## config.mk

```make
export PLATFORM = sky130hd
export DESIGN_NAME = score_input_conditioner
export DESIGN_NICKNAME = d
export VERILOG_FILES = /design/src/rtl/score_input_conditioner_pkg.sv /design/src/rtl/sync_2ff.sv /design/src/rtl/score_input_conditioner.sv
export SDC_FILE = /design/constraint.sdc
export NUM_CORES = 1
export LEC_CHECK = 0
export BUFFER_PORTS_ARGS = -buffer_cell sky130_fd_sc_hd__clkbuf_2
export CAP_MARGIN = 20
export CORE_ASPECT_RATIO = 0.75
export CORE_MARGIN = 2
export CORE_UTILIZATION = 50
export DETAILED_ROUTE_END_ITERATION = 7
export PLACE_DENSITY = 0.67
export SYNTH_ARGS = -nofsm -noshare
export SYNTH_HDL_FRONTEND = slang
export SYNTH_SLANG_ARGS = --single-unit
```

## constraint.sdc

```tcl
create_clock -name clock -period 3.89 [get_ports clock]
set_input_delay 0.5835 -clock clock [delete_from_list [all_inputs] [get_ports clock]]
set_output_delay 0.5835 -clock clock [all_outputs]
set_load 0.02 [all_outputs]
```

## src/rtl/score_input_conditioner_pkg.sv

```systemverilog
// Shared encodings and defaults for the score input conditioner.
// Reused by the timer and display blocks of the clawgame processor.
package score_input_conditioner_pkg;

   typedef enum logic [2:0] {
      ST_WAIT_LOW = 3'd0,
      ST_IDLE     = 3'd1,
      ST_DEB_HIGH = 3'd2,
      ST_HELD     = 3'd3,
      ST_DEB_LOW  = 3'd4
   } state_e;

   localparam int unsigned DEF_DEBOUNCE_CYCLES = 500_000;
   localparam int unsigned DEF_LOCKOUT_CYCLES  = 50_000_000;
   localparam int unsigned DEF_CNT_W           = 26;

endpackage

```

## src/rtl/sync_2ff.sv

```systemverilog
// Two-flop synchronizer for one asynchronous input line.
// Both flops clear to 0 on synchronous reset.
module sync_2ff (
   input  logic clock,
   input  logic reset,
   input  logic d,
   output logic q
);

   logic s1_q, s1_d;
   logic s2_q, s2_d;

   always_comb begin
      s1_d = d;
      s2_d = s1_q;
   end

   always_ff @(posedge clock) begin
      if (reset) begin
         s1_q <= 1'b0;
         s2_q <= 1'b0;
      end else begin
         s1_q <= s1_d;
         s2_q <= s2_d;
      end
   end

   assign q = s2_q;

endmodule

```

## src/rtl/score_input_conditioner.sv

```systemverilog
// Synchronizes, debounces and gates the Arduino score line into
// single-cycle increment_score / score_rejected pulses.
module score_input_conditioner
   import score_input_conditioner_pkg::*;
#(
   parameter int unsigned DEBOUNCE_CYCLES = DEF_DEBOUNCE_CYCLES,
   parameter int unsigned LOCKOUT_CYCLES  = DEF_LOCKOUT_CYCLES,
   parameter int unsigned CNT_W           = DEF_CNT_W
) (
   input  logic       clock,
   input  logic       reset,
   input  logic       score_raw,
   input  logic       game_active,
   output logic       increment_score,
   output logic       score_rejected,
   output logic [7:0] accept_count
);

   localparam logic [CNT_W-1:0] CNT_ONE   = CNT_W'(1);
   localparam logic [CNT_W-1:0] DEB_LAST  = CNT_W'(DEBOUNCE_CYCLES - 1);
   localparam logic [CNT_W-1:0] LOCK_LOAD = CNT_W'(LOCKOUT_CYCLES);

   logic             s2;
   logic             primed;
   logic             qualified;

   state_e           state_q, state_d;
   logic [CNT_W-1:0] cnt_q, cnt_d;
   logic [CNT_W-1:0] lock_q, lock_d;
   logic [1:0]       fill_q, fill_d;
   logic             inc_q, inc_d;
   logic             rej_q, rej_d;
   logic [7:0]       acc_q, acc_d;

   sync_2ff u_sync (
      .clock (clock),
      .reset (reset),
      .d     (score_raw),
      .q     (s2)
   );

   // The sync flops clear to 0, so s2 is only a real sample of the
   // line once two post-reset edges have refilled them.
   assign fill_d = {fill_q[0], 1'b1};
   assign primed = fill_q[1];

   always_ff @(posedge clock) begin
      if (reset) begin
         state_q <= ST_WAIT_LOW;
         cnt_q   <= '0;
         lock_q  <= '0;
         fill_q  <= '0;
         inc_q   <= 1'b0;
         rej_q   <= 1'b0;
         acc_q   <= '0;
      end else begin
         state_q <= state_d;
         cnt_q   <= cnt_d;
         lock_q  <= lock_d;
         fill_q  <= fill_d;
         inc_q   <= inc_d;
         rej_q   <= rej_d;
         acc_q   <= acc_d;
      end
   end

   always_comb begin
      state_d   = state_q;
      cnt_d     = cnt_q;
      qualified = 1'b0;
      unique case (state_q)
         ST_WAIT_LOW: begin
            if (primed && !s2) begin
               state_d = ST_IDLE;
            end
         end
         ST_IDLE: begin
            if (s2) begin
               state_d = ST_DEB_HIGH;
               cnt_d   = CNT_ONE;
            end
         end
         ST_DEB_HIGH: begin
            if (!s2) begin
               state_d = ST_IDLE;
               cnt_d   = '0;
            end else if (cnt_q == DEB_LAST) begin
               state_d   = ST_HELD;
               cnt_d     = '0;
               qualified = 1'b1;
            end else begin
               cnt_d = cnt_q + CNT_ONE;
            end
         end
         ST_HELD: begin
            if (!s2) begin
               state_d = ST_DEB_LOW;
               cnt_d   = CNT_ONE;
            end
         end
         ST_DEB_LOW: begin
            if (s2) begin
               state_d = ST_HELD;
               cnt_d   = '0;
            end else if (cnt_q == DEB_LAST) begin
               state_d = ST_IDLE;
               cnt_d   = '0;
            end else begin
               cnt_d = cnt_q + CNT_ONE;
            end
         end
         default: begin
            state_d = ST_WAIT_LOW;
            cnt_d   = '0;
         end
      endcase
   end

   always_comb begin
      inc_d  = 1'b0;
      rej_d  = 1'b0;
      acc_d  = acc_q;
      lock_d = (lock_q != '0) ? lock_q - CNT_ONE : '0;
      if (qualified) begin
         if (game_active && lock_q == '0) begin
            inc_d  = 1'b1;
            acc_d  = acc_q + 8'd1;
            lock_d = LOCK_LOAD;
         end else begin
            rej_d = 1'b1;
         end
      end
   end

   assign increment_score = inc_q;
   assign score_rejected  = rej_q;
   assign accept_count    = acc_q;

endmodule
```

Yosys cells after proc, flatten, opt, wreduce, memory -nomap -nowiden
Index checks and enable logic that the tools add are counted.

Output and inout bits: 10. Logic and storage cells: 58. Register bits: 69.

Equal/unequal tests: 10. Add/sub/neg operators: 3. Reduce and logical (&&, ||, !) cells: 10. Bitwise operators: 2. Muxes and demuxes: 23.

Operator list (number): $mux W26 (8); $pmux W26 S5 (1); $add A26 B1 Y26 const B (1); $eq A26 B19 Y1 const B (1); $logic_not A26 Y1 (1); $reduce_bool A26 Y1 (1); $sub A26 B1 Y26 const B (1); $mux W3 (7); $pmux W3 S5 (1); $add A8 B1 Y8 const B (1); $eq A3 B2 Y1 const B (2); $mux W1 (6); $reduce_and A5 Y1 (1); $ne A2 B2 Y1 const B (2); $eq A3 B1 Y1 const B (1); $eq A3 B3 Y1 const B (1); $logic_not A3 Y1 (1); $ne A3 B2 Y1 const B (1); $ne A3 B3 Y1 const B (1); $reduce_and A3 Y1 (1); $logic_and A1 B1 Y1 (2); $ne A2 B1 Y1 const B (1); $not A1 Y1 (2); $reduce_and A2 Y1 (1); other kinds (2) (2).

Logic depth before layout (Yosys ltp)
Gate-level depths: netlist of run 1.

Word-level depth: 6. Mapped depth: 8. Gate-level depth less buffers: 6.

By module
From an unflattened synthesis of run 1, not the netlist that was laid out.

Cells, all modules: 411. Area total of the unflattened synthesis: 3405.8 µm².

Modules (own cells, without submodules): score_input_conditioner (times used 1, seq. area each 1341.3 µm², area an instance 3353.2 µm², cells each 407); sync_2ff (times used 1, seq. area each 40.0 µm², area an instance 52.6 µm², cells each 4).

Worst setup path before layout of run 1
No wires, ideal clock.

Path type: flip-flop to flip-flop. From: reg cnt_q[0]. To: reg acc_q[2] (netlist: accept_count[2]). Required time: 3.820 ns. Path buffers: 2. Slack: 1.382 ns. Cell stages (with the launch flop): 9. Setup time: 0.070 ns. Arrival: 2.438 ns. Path through: dfxtp_1 > ha_1 > nand2b_1 > or4_1 > buf_2 > or4_4 > buf_6 > or4_1 > a21oi_1.

Word-level cells in the longest chain between the ends: 5.

Ends and longest elaborated chain: start, declared (line score_input_conditioner.sv:28) `logic [CNT_W-1:0] cnt_q, cnt_d;`; start signal, assigned (line score_input_conditioner.sv:58) `cnt_q <= cnt_d;`; $eq A26 B19 Y1 (line score_input_conditioner.sv:87) `end else if (cnt_q == DEB_LAST) begin`; $mux W1 (line score_input_conditioner.sv:87); $mux W1 (line score_input_conditioner.sv:84) `if (!s2) begin`; $mux W1 (line score_input_conditioner.sv:71) `unique case (state_q)`; $reduce_and A2 Y1 (no line); end signal, assigned (line score_input_conditioner.sv:55) `acc_q <= '0;`; end signal, assigned (line score_input_conditioner.sv:63) `acc_q <= acc_d;`; end, declared (line score_input_conditioner.sv:33) `logic [7:0] acc_q, acc_d;`.

Every way passes these cells. A chain may end at the register's enable or synchronous reset.

Worst setup path after layout of run 1
From: reg lock_q[10]. To: reg acc_q[6] (netlist: accept_count[6]).

Word-level cells in the longest chain between the ends: 3.

Ends and longest elaborated chain: start, declared (line score_input_conditioner.sv:29) `logic [CNT_W-1:0] lock_q, lock_d;`; start signal, assigned (line score_input_conditioner.sv:59) `lock_q <= lock_d;`; $logic_not A26 Y1 (line score_input_conditioner.sv:125) `if (game_active && lock_q == '0) begin`; $logic_and A1 B1 Y1 (line score_input_conditioner.sv:125); $reduce_and A2 Y1 (no line).

Every way passes these cells.

==> impl_results.md, run 1 <==
* Sequential fraction of the synthesis area at 41.9%
* Die Wd at 97.8 um
* Slew Viols, Final at 0
* Synth warn at 0
* Row count at 25
* Uppermost routed layer: met4
* Port Buffer Count at 13
* DIE AREA at 7270 um2
* P_int at 1380 uW
* Average cell area after synthesis at 8.37 um2
* CP arrival at 3.03 ns
* Initial DRC count at 234
* Outcome: finished, final reports clean
* Top cell type by total area after synthesis: dfxtp_1
* Setup Crit Path Kind: flip-flop to flip-flop
* Total track usage at 19.0%
* Met3 routed WL at 309 um
* H-tree levels at 3
* Cell area after layout at 3550 um2
* RSZ-0062 raised after global routing: false
* CTS root buffer: clkbuf_8
* Area post-placement at 3380 um2
* Mapped Area at 3300 um2
* Share of post-route cells with drive strength above 1 at 9.43%
* GPL Wtd Cong at 0.819
* Pre-antenna DRT Iters at 4
* Final period utilization at 71.5%
* Startpoint types: flip-flop
* Dominant synthesized flop cell: dfxtp_1
* Drt wl/cell at 13.4 um
* Worst-Skew Late Latency at 0.33 ns
* Sequential Power Share at 43.3%
* Final hold slack at 0.445 ns
* Post-cts resize count at 0
* Least-Margin Pin Slew at 0.672 ns
* Vias in the first global route at 2448
* Number of nets in the layout at 406
* Post-Syn Nets at 401
* Worst endpoint required time at 4.14 ns
* Netlist cell types at 47
* Met2 WL at 2630 um
* Switching Fraction at 36.6%
* Final HPWL from detailed placement at 4400 um
* Cts hold-fix bufs at 0
* Relative slew margins at 55.2%
* Final Hold Fails at 0
* Layout area overhead at 7.59%
* Synthesized flop and latch total at 69
* Drt drc at 0
* Gr ovfl total at 0
* # IOs at 14
* EDFF count, synth at 0
* Worst setup EP type: flip-flop
* Post-route minimum period at 2.78 ns
* # Max-Cap Violations at 0
* CTS sink cnt at 69
* Vias after detailed routing at 2730
* Clk_skew at 0.00629 ns
* Post-CTS Setup Inserts at 0
* Highest Clock Rate at 360 MHz
* Max FO, Critical Path at 16
* CTS tree: yes
* First-pass GRT wire length at 11400 um
* Final core occ at 55.9%
* Die Ht at 74.3 um
* Fillers at 630
* Post-synthesis cell count at 394
* Clock transition at the registers of the reported paths at 0.07 ns
* Synth cell count leaders: 69 x dfxtp_1, 50 x nor2_1, 30 x xnor2_1
* Ant diodes at 0
* Largest net degree at the start of global routing at 25
* Clock share of power at 22.6%
* Total Routed Length at 6470 um
* Count leader, synth: dfxtp_1
* Placeable Area at 6350 um2
* Synth top area cells: dfxtp_1 42%, xnor2_1 8.0%, nor2_1 5.7%, o21ai_0 3.5%, a21oi_1 2.9%
* Combinational Power Share at 34.1%
* Async SR Flop Fraction at 0%
* Final setup fails at 0
* Vias per inst at 5.64
* Hold WC Path Type: flip-flop to flip-flop
* Antenna Nets Post-Route at 0
* Initial antenna violation count at 0
* Total CTS buffers at 9
* Setup TNS at 0 ns
* WL met1 at 3490 um
* Final Power at 2180 uW
* Initial Util at 51.9%
* Pwr dens at 614 nW/um2
* Net Sw Power at 797 uW
* Yosys top cell area share at 41.9%
* Worst IR Drop VDD at 444 uV
* Leakage at 0.00121 uW
* Longest Clk Path Bufs at 2
[per-layer routing]
layer,GRT usage [%],up-vias
met5,0,-
met3,4.51,4
li1,-,1435
met4,5.09,0
met2,28.0,50
met1,28.1,1241
[logic make-up (layout without fill, tap and decap cells)]
group,count (synthesis),after routing,synth area share [%]
buffers and inverters,29,38,3.61
DFF,69,69,41.9
and+or+nand+nor,191,191,31.8
muxes,1,1,0.304
adders and majority gates,3,3,1.14
AOI/OAI and AO/OA,63,63,11.2
xor gates and xnor gates,38,38,10.1
[cells in the final DEF (no fill, tap or decap), drive strengths merged, types with 2 or more instances in the layout]
cell / instances
and4: 4
and3: 5
o21ai: 23
a21oi: 19
dfxtp: 69
or4: 11
nor2b: 8
clkbuf: 23
nor4: 13
o31ai: 7
clkinv: 4
nand3b: 3
or2: 2
inv: 10
nand4b: 3
nand4: 11
nand2b: 3
nand3: 20
nand2: 21
nor4b: 5
or3: 10
xor2: 8
nor3: 18
ha: 3
xnor2: 30
nor2: 50
a31oi: 6
[area by class of cell]
class                   count  area, um2  area share [%]
multi-input cells         296       1800            50.7
flip-flops and latches     69       1380            38.9
repair buffers             13       65.1            1.83
clock inverters             5       27.5           0.776
well taps                  81        101            2.86
inverters                  10       37.5            1.06
clock buffers              10        138            3.88
[through the flow]
step / std cells / worst slack, ns
2_1_floorplan: 394 / 1.38
3_3_place_gp: 469 / 1.17
3_5_place_dp: 469 / 1.13
4_1_cts: 484 / 1.10
5_1_grt: 484 / 0.849
6_report: 484 / 1.11
[flip-flops by register name, summed over array words and instances, names as in the netlist]
register	flops
score_rejected	1
lock_q	26
cnt_q	26
state_q	3
accept_count	8
fill_q	2
u_sync.s1_q	1
u_sync.q	1
increment_score	1
[path summary, 6_finish.rpt]
check,start,endpoint,slack [ns],depth (start not counted)
worst max-delay path,lock_q[10]$_SDFF_PP0_,accept_count[6]$_SDFFE_PP0P_,1.11,5
worst min-delay path,fill_q[0]$_DFF_P_,fill_q[1]$_SDFF_PP0_,0.44,1
worst max register to register,lock_q[10]$_SDFF_PP0_,accept_count[6]$_SDFFE_PP0P_,1.11,5
worst min register to register,fill_q[0]$_DFF_P_,fill_q[1]$_SDFF_PP0_,0.44,1
[worst max-delay path: stages, from the launching register on]
cell     delay, ns
dfxtp_1       0.33
or3_4         0.38
or4_1         0.63
or3_1         0.64
or4_1         0.56
a21oi_1       0.16
[power by group through the flow]
| stage | Combinational (uW) | Clock, uW | Sequential (uW) |
|---|---|---|---|
| floorplan | 638 | 0 | 927 |
| global placement | 720 | 0 | 950 |
| detailed placement | 739 | 0 | 955 |
| CTS | 743 | 509 | 940 |
| global route | 856 | 540 | 961 |
| finish | 743 | 491 | 942 |
(Power assumes the default switching activity.)
==> inputs of run 2 (changes only) <==
--- a/config.mk
+++ b/config.mk
@@ -5,6 +5,7 @@
 export SDC_FILE = /design/constraint.sdc
 export NUM_CORES = 1
 export LEC_CHECK = 0
+export ABC_AREA = 1
 export BUFFER_PORTS_ARGS = -buffer_cell sky130_fd_sc_hd__clkbuf_2
 export CAP_MARGIN = 20
 export CORE_ASPECT_RATIO = 0.75
==> constraint.sdc (replaced) <==
create_clock -name clock -period 2.87 [get_ports clock]
set_input_delay 0.4305 -clock clock [delete_from_list [all_inputs] [get_ports clock]]
set_output_delay 0.4305 -clock clock [all_outputs]
set_load 0.02 [all_outputs]
==> impl_results.md, run 2 <==
* CTS root buffer: clkbuf_8
* Row count at 27 (+8.0%)
* Commonest cells after routing, fill and taps aside: 117 x nand2_1, 110 x nor2_1, 69 x dfxtp_1
* Synth warn at 0 (unchanged)
* Share of post-route cells with drive strength above 1 at 13.5% (+4.0 points)
* Reg-to-reg slack, setup at 0.74 ns (-0.37 ns)
* Synth top area cells: dfxtp_1 36%, nand2_1 12%, nor2_1 11%, nand3_1 5.6%, inv_1 5.4%
* Netlist cell types at 39 (-17%)
* Pre-antenna DRT Iters at 5 (+1)
* Mapped Area at 3790 um2 (+15%)
* Worst endpoint required time at 3.11 ns (-1.03 ns)
* CTS sink cnt at 69 (unchanged)
* Port Buffer Count at 13 (unchanged)
* Dominant synthesized flop cell: dfxtp_1
* Met2 WL at 3450 um (+31%)
* Max FO, Critical Path at 13 (-3)
* CTS tree: yes
* WP buf/inv at 3 (+3)
* Post-cts resize count at 0 (unchanged)
* Vias per inst at 5.12 (-9.2%)
* Met3 routed WL at 691 um (+120%)
* Setup TNS at 0 ns (unchanged)
* Final setup fails at 0 (unchanged)
* Pwr dens at 963 nW/um2 (+57%)
* Final HPWL from detailed placement at 6690 um (+52%)
* Vias in the first global route at 3160 (+29%)
* Ant diodes at 0 (unchanged)
* GPL Wtd Cong at 0.995 (+22%)
* Die Ht at 79.4 um (+6.8%)
* Cts hold-fix bufs at 0 (unchanged)
* Gr ovfl total at 0 (unchanged)
* Worst IR Drop VDD at 663 uV (+49%)
* Clock transition at the registers of the reported paths at 0.08 ns (about the same)
* Average cell area after synthesis at 6.81 um2 (-19%)
* Startpoint types: flip-flop
* Max stage delay on crit path at 0.40 ns (-0.24 ns)
* Hold WC Path Type: input port to flip-flop
* Slew Viols, Final at 0 (unchanged)
* CP arrival at 2.37 ns (-0.66 ns)
* Leading cell type in the layout, fill and taps excluded: nand2_1
* Total CTS buffers at 9 (unchanged)
* Relative slew margins at 54.6% (-0.55 points)
* Worst setup EP type: flip-flop
* RSZ-0062 raised after global routing: false
* First-pass GRT wire length at 15100 um (+32%)
* Antenna Nets Post-Route at 0 (unchanged)
* Worst-Skew Late Latency at 0.34 ns (about the same)
* Number of nets in the layout at 581 (+43%)
* WL met1 at 4550 um (+30%)
* Vias after detailed routing at 3484 (+28%)
* Async SR Flop Fraction at 0% (unchanged)
* DIE AREA at 8290 um2 (+14%)
* Drt drc at 0 (unchanged)
* Top cell type by total area after synthesis: dfxtp_1
* Total track usage at 23.1% (+4.1 points)
* Final period utilization at 74.2% (+2.7 points)
* Leakage at 0.00172 uW (+43%)
* Initial antenna violation count at 0 (unchanged)
* Outcome: finished, final reports clean
* Post-CTS Setup Inserts at 0 (unchanged)
* Yosys top cell area share at 36.5% (-5.4 points)
* Drt wl/cell at 13.0 um (-3.1%)
* Post-route minimum period at 2.13 ns (-0.651 ns)
* EDFF count, synth at 0 (unchanged)
* Highest Clock Rate at 470 MHz (+31%)
* Placeable Area at 7330 um2 (+15%)
* Clk_skew at 0.0123 ns (+0.00602 ns)
* Largest net degree at the start of global routing at 20 (-20%)
* Synthesized flop and latch total at 69 (unchanged)
* Uppermost routed layer: met4
* Initial DRC count at 277 (+18%)
* # IOs at 14 (unchanged)
* CP max-delay cell: dfxtp_1
* Longest Clk Path Bufs at 2 (unchanged)
* Die Wd at 104 um (+6.9%)
* Sequential fraction of the synthesis area at 36.5% (-5.4 points)
* Final hold slack at 0.280 ns (-0.165 ns)
* Post-Syn Nets at 563 (+40%)
* H-tree levels at 3 (unchanged)
* # Max-Cap Violations at 0 (unchanged)
* Least-Margin Pin Slew at 0.679 ns (+0.00663 ns)
* Setup Crit Path Kind: flip-flop to flip-flop
* Layout area overhead at 9.29%
* Crit-path cells: ha_1, nand2_1, nor2_2, inv_2, nor2_2, nand3_2, nand2_2, nand2_1, nand2_2, inv_2, o211ai_1, inv_1
* Synth cell count leaders: 117 x nand2_1, 110 x nor2_1, 69 x dfxtp_1
* Initial Util at 51.6% (-0.27 points)
* Delay-heaviest family, CP: simple AND/OR/NAND/NOR gates
* Final Hold Fails at 0 (unchanged)
* Count leader, synth: nand2_1
* Post-synthesis cell count at 556 (+41%)
* Total Routed Length at 8810 um (+36%)
[run 2: where the power goes]
group	switching (uW)	internal (uW)
Clock	360	420
Combinational	1230	635
Sequential	184	1160
Total	1770	2210
[run 2: worst min-delay path, cell delays in order]
cell and delay (ns):
clkbuf_2 0.08, inv_1 0.04, nor2_1 0.03
[run 2: worst paths after layout]
path,from,to,cells past startpoint
setup / recovery,cnt_q[0]$_SDFFE_PP0P_,cnt_q[4]$_SDFFE_PP0P_,12
setup reg to reg,cnt_q[0]$_SDFFE_PP0P_,cnt_q[4]$_SDFFE_PP0P_,12
hold reg to reg,fill_q[0]$_DFF_P_,fill_q[1]$_SDFF_PP0_,2
hold / removal,score_raw,u_sync.s1_q$_SDFF_PP0_,3
[run 2: final cells by class]
class                   count  area (um2)
repair buffers             17        95.1
clock buffers              11         141
flip-flops and latches     69        1380
multi-input cells         412        2100
inverters                  65         244
well taps                 101         126
fillers                   746        3190
clock inverters             5        50.0
[run 2: cells by family after synthesis]
kind of cell | Yosys count | synth area share, %
xor gates and xnor gates | 26 | 6.01
AOI/OAI and AO/OA | 50 | 7.27
and+or+nand+nor | 333 | 41.2
DFF | 69 | 36.5
buffers and inverters | 75 | 8.06
adders and majority gates | 3 | 0.992
[run 2: stage by stage]
| step | total power [uW] | cells | util [%] | worst slack (ns) | cell area (um2) |
|---|---|---|---|---|---|
| after floorplan | 2880 | 556 | - | 1.21 | 3790 |
| after global placement | 3180 | 664 | 53.8 | 0.851 | 3950 |
| after detailed placement | 3200 | 664 | 53.8 | 0.767 | 3950 |
| after CTS | 4000 | 680 | 56.4 | 0.762 | 4140 |
| after global routing | 4330 | 680 | 56.4 | 0.477 | 4140 |
| final | 3980 | 680 | 56.4 | 0.740 | 4140 |
[run 2: layer usage]
| metal | vias up | GRT usage [%] |
|---|---|---|
| li1 | 1809 | - |
| met1 | 1565 | 34.1 |
| met2 | 99 | 32.9 |
| met3 | 11 | 5.17 |
| met4 | 0 | 7.30 |
| met5 | - | 0 |
